File: src/rtl/if_prefetch_stage.sv
// ----------------------------------------------------------------------------
// if_prefetch_stage
// Instruction-fetch stage. Keeps the fetch PC, issues one request at a time to
// a variable-latency instruction memory, and buffers returned words in a small
// circular prefetch queue that the decode stage drains.
//
// Ports
//   clk, rst          rising-edge clock, synchronous active-low reset
//   hazard            decode stall: head entry is held, not consumed
//   branch_taken      one-cycle redirect pulse from EXE
//   branch_addr       redirect target
//   imem_req_valid    fetch request valid          (out)
//   imem_req_ready    memory accepts request       (in)
//   imem_addr         fetch address = fetch_pc     (out)
//   imem_rsp_valid    returned word valid          (in)
//   imem_rsp_data     returned instruction word    (in)
//   instr_valid       queue head valid for decode  (out)
//   pc                head fetch address + 4       (out)
//   instruction       head instruction word        (out)
// ----------------------------------------------------------------------------
module if_prefetch_stage #(
    parameter int                     ADDRESS_LEN = 32,
    parameter int                     DEPTH       = 2,
    parameter logic [ADDRESS_LEN-1:0] RESET_PC    = '0
) (
    input  logic                   clk,
    input  logic                   rst,
    input  logic                   hazard,
    input  logic                   branch_taken,
    input  logic [ADDRESS_LEN-1:0] branch_addr,
    output logic                   imem_req_valid,
    input  logic                   imem_req_ready,
    output logic [ADDRESS_LEN-1:0] imem_addr,
    input  logic                   imem_rsp_valid,
    input  logic [ADDRESS_LEN-1:0] imem_rsp_data,
    output logic                   instr_valid,
    output logic [ADDRESS_LEN-1:0] pc,
    output logic [ADDRESS_LEN-1:0] instruction
);

    localparam int PW = $clog2(DEPTH);
    localparam int CW = PW + 1;
    localparam logic [CW:0]            DEPTH_W = (CW+1)'(DEPTH);
    localparam logic [ADDRESS_LEN-1:0] WORD    = ADDRESS_LEN'(4);

    logic [ADDRESS_LEN-1:0] fetch_pc;
    logic [ADDRESS_LEN-1:0] req_addr_q;
    logic                   outstanding;
    logic                   drop;

    logic [ADDRESS_LEN-1:0] q_pc   [DEPTH];
    logic [ADDRESS_LEN-1:0] q_data [DEPTH];
    logic [PW-1:0]          rd_ptr;
    logic [PW-1:0]          wr_ptr;
    logic [CW-1:0]          count;

    logic [CW:0] occupancy;
    logic        req_fire;
    logic        push;
    logic        pop;

    // Queue slots already reserved: stored words plus the one in flight.
    // A request is only issued when its word is guaranteed a slot.
    assign occupancy = {1'b0, count} + {{CW{1'b0}}, outstanding};

    // A pending drop also blocks requests: after a reset mid-request the old
    // word is still in flight with outstanding already cleared, and a new
    // request must not overlap it.
    assign imem_req_valid = ~outstanding & ~drop & (occupancy < DEPTH_W)
                          & ~branch_taken & rst;
    assign imem_addr      = fetch_pc;
    assign req_fire       = imem_req_valid & imem_req_ready;

    assign push = imem_rsp_valid & ~drop & ~branch_taken;
    assign pop  = instr_valid & ~hazard & ~branch_taken;

    assign instr_valid = (count != '0);
    assign pc          = instr_valid ? q_pc[rd_ptr]   : '0;
    assign instruction = instr_valid ? q_data[rd_ptr] : '0;

    // Control state.
    always_ff @(posedge clk) begin
        if (!rst) begin
            fetch_pc    <= RESET_PC;
            req_addr_q  <= RESET_PC;
            outstanding <= 1'b0;
            // A word requested before reset may still come back; discard it.
            drop        <= outstanding;
            rd_ptr      <= '0;
            wr_ptr      <= '0;
            count       <= '0;
        end else begin
            if (req_fire) begin
                outstanding <= 1'b1;
                req_addr_q  <= fetch_pc;
                fetch_pc    <= fetch_pc + WORD;
            end

            if (imem_rsp_valid) begin
                outstanding <= 1'b0;
                if (drop | branch_taken)
                    drop <= 1'b0;
            end

            if (branch_taken) begin
                // Flush wins over push/pop/hazard. Any word still in flight
                // belongs to the wrong path and must be dropped on arrival.
                fetch_pc <= branch_addr;
                drop     <= (outstanding | drop) & ~imem_rsp_valid;
                rd_ptr   <= '0;
                wr_ptr   <= '0;
                count    <= '0;
            end else begin
                if (push)
                    wr_ptr <= wr_ptr + PW'(1);
                if (pop)
                    rd_ptr <= rd_ptr + PW'(1);
                case ({push, pop})
                    2'b10:   count <= count + CW'(1);
                    2'b01:   count <= count - CW'(1);
                    default: count <= count;
                endcase
            end
        end
    end

    // Queue storage; contents are only meaningful below count, so no reset.
    always_ff @(posedge clk) begin
        if (rst && push) begin
            q_pc[wr_ptr]   <= req_addr_q + WORD;
            q_data[wr_ptr] <= imem_rsp_data;
        end
    end

endmodule

File: config.mk
export PLATFORM = sky130hd
export DESIGN_NAME = if_prefetch_stage
export DESIGN_NICKNAME = d
export VERILOG_FILES = /design/src/rtl/if_prefetch_stage.sv
export SDC_FILE = /design/constraint.sdc
export NUM_CORES = 1
export LEC_CHECK = 0
export ABC_AREA = 1
export CORE_UTILIZATION = 54
export CTS_BUF_LIST = sky130_fd_sc_hd__clkbuf_8
export DETAILED_ROUTE_END_ITERATION = 8
export GPL_ROUTABILITY_DRIVEN = 1
export PLACE_DENSITY = 0.87
export SYNTH_ARGS = -nofsm -noshare
export SYNTH_HDL_FRONTEND = slang
export SYNTH_SLANG_ARGS = --single-unit
export TNS_END_PERCENT = 30
File: constraint.sdc
create_clock -name clk -period 7.55 [get_ports clk]
set_input_delay 0.755 -clock clk [delete_from_list [all_inputs] [get_ports clk]]
set_output_delay 0.755 -clock clk [all_outputs]
set_load 0.02 [all_outputs]
==> flow_metrics.env <==
export IMPL_areaGrowthSynthToFinish_pct=24.3
export IMPL_yosysWarnings=0
export IMPL_synth_cell_area_mm2=0.00917
export IMPL_synth_fp_nets=1130
export IMPL_start_kind="flop"
export IMPL_final_cells=1439
export IMPL_antenna_cells=0
export IMPL_grt_pass1_vias=7264
export IMPL_pin_count=168
export IMPL_overflow=0
export IMPL_vias=7797
export IMPL_wl_per_cell_um=15.0
export IMPL_worstPathRequired_ps=6800
export IMPL_clk_pin_slew_ps=90
export IMPL_cts_hold_buf=0
export IMPL_min_period_ps=3810
export IMPL_cts_sinks=199
export IMPL_leakagePower_nw=4.13
export IMPL_min_path_cells=2
export IMPL_ys_seq_area_share_pct=57.5
export IMPL_cp_max_fo=65
export IMPL_hold_path_class="flop to flop"
export IMPL_crit_arrival_ps=3060
export IMPL_finalNetCount=1279
export IMPL_drt_iter0_drc=649
export IMPL_dpl_cell_count=1407
export IMPL_synthCells=1057
export IMPL_ir_drop_mv=0.116
export IMPL_cts_resized=0
export IMPL_num_rows=47
export IMPL_power_density_mw_per_mm2=185
export IMPL_outcome="complete, no violations"
export IMPL_fin_total_pwr_mw=2.11
export IMPL_start_util_pct=55.3
export IMPL_rsz0062_at_grt="no"
export IMPL_grt_use_total_pct=25.5
export IMPL_cts_buffers=17
export IMPL_clk_latency_ps=470
export IMPL_wl_um=21600
export IMPL_gp_congestion=0.925
export IMPL_r2r_cells=7
export IMPL_core_mm2=0.0166
export IMPL_relSlewSlack_pct=26.8
export IMPL_ys_ff_latch=199
export IMPL_cts_tree="done"
export IMPL_max_freq_ghz=0.262
export IMPL_synth_cell_types=38
export IMPL_grt_max_degree=71
export IMPL_grt_pass1_wl_um=35300
export IMPL_drv_slew=0
export IMPL_setup_viol_count_final=0
export IMPL_hold_violations=0
export IMPL_drive_gt1_share_pct=5.09
export IMPL_die_y_um=132
export IMPL_post_route_drc_count=0
export IMPL_final_cell_mix="nand2_1, clkdlybuf4s50_1, edfxtp_1"
export IMPL_fin_crit_sh_pct=50.5
export IMPL_maxCapViolCount=0
export IMPL_antenna_left=0
export IMPL_syn_avg_cell_area_um2=8.68
export IMPL_clk_path_buf_depth=2
export IMPL_cts_root_buf="clkbuf_8"
export IMPL_first_pass_iters=5
export IMPL_htree_num_levels=4
export IMPL_postCtsSetupBuffers=0
export IMPL_fp_dieW_um=132
export IMPL_critPathCaptureType="output pin"
export IMPL_finalSetupTns_ps=0
export IMPL_via_per_inst=5.42
export IMPL_numPortBuffers=167
export IMPL_utilization_pct=68.7
export IMPL_critical_path_class="flop to output pin"
export IMPL_dieArea_mm2=0.0175
export IMPL_worst_pin_slew_ps=1100
export IMPL_final_common_cell="nand2_1"
export IMPL_hpwlAfterDp_um=14900
export IMPL_antenna_found_initial=0
export IMPL_clock_skew_ps=16.2
cell families (layout without fill, tap and decap cells):
| group | count (synthesis) | in the layout | synth area share, % |
|---|---|---|---|
| xor gates and xnor gates | 28 | 28 | 2.67 |
| adders and majority gates | 3 | 3 | 0.409 |
| DFF | 199 | 199 | 57.5 |
| AOI/OAI and AO/OA | 180 | 180 | 10.3 |
| and+or+nand+nor | 498 | 498 | 22.6 |
| buffers and inverters | 149 | 311 | 6.41 |
state kept, by name, indices dropped and copies added (netlist names), named ones only:
signal       cells
wr_ptr           1
q_data          64
count            2
q_pc            64
req_addr_q      32
rd_ptr           1
outstanding      1
imem_addr       32
drop             1
Yosys cell counts (all sizes together):
library cell,n,area share (%)
nand2,309,13
edfxtp,129,42
a21oi,113,6.2
inv,104,4.3
nor2,93,4.3
dfxtp,70,15
nand3,59,3.2
o21ai,52,2.8
clkbuf,28,1.1
xor2,27,2.6
nor3,22,1.2
buf,15,0.90
nand4,9,0.78
a211oi,6,0.65
a31oi,5,0.34
ha,3,0.41
clkinv,2,0.082
or2,2,0.14
a22oi,1,0.082
and2,1,0.068
and3,1,0.068
nand3b,1,0.082
nor3b,1,0.082
o21a,1,0.082
o21bai,1,0.082
o32ai,1,0.096
xnor2,1,0.096
area by class of cell:
cell class	count	area (um2)
fill	1262	5190
tap	220	275
timing repair buffer	173	1720
clock buffer	17	234
clock inverter	15	169
multi-input combinational	709	3330
inverter	106	400
sequential	199	5280
report_power, final:
| group | internal, mW | switching (mW) | total, mW |
|---|---|---|---|
| Clock | 0.302 | 0.372 | 0.674 |
| Sequential | 1.19 | 0.0308 | 1.22 |
| Combinational | 0.0958 | 0.119 | 0.215 |
final timing paths:
kind / start / endpoint / slack (ps)
setup / recovery: flop / instruction[19] / 3740
hold / removal: rd_ptr / rd_ptr / 490
setup reg to reg: drop / imem_addr[12] / 4770
hold reg to reg: rd_ptr / rd_ptr / 490
through the flow:
step                area [um2]  hold WS [ps]  worst slack, ps
finish                   11400           486             3740
floorplan                 9170           426             1390
global route             11400           514             3520
detailed placement       11000           464             3530
CTS                      11400           481             3720
global placement         11000           450             3600
layer usage:
metal	vias to the layer above	GRT usage (%)	wire [um]
li1	3801	-	-
met1	3585	34.2	9080
met2	371	41.3	10300
met3	40	4.54	1710
met4	0	9.77	507
met5	-	0	0
critical path: stages, from the launching register on:
cell             delay, ps
dfxtp_2                320
buf_4                  310
inv_2                  900
nand2_1                140
a21oi_1                200
clkdlybuf4s50_1        650
(Power assumes the default switching activity.)
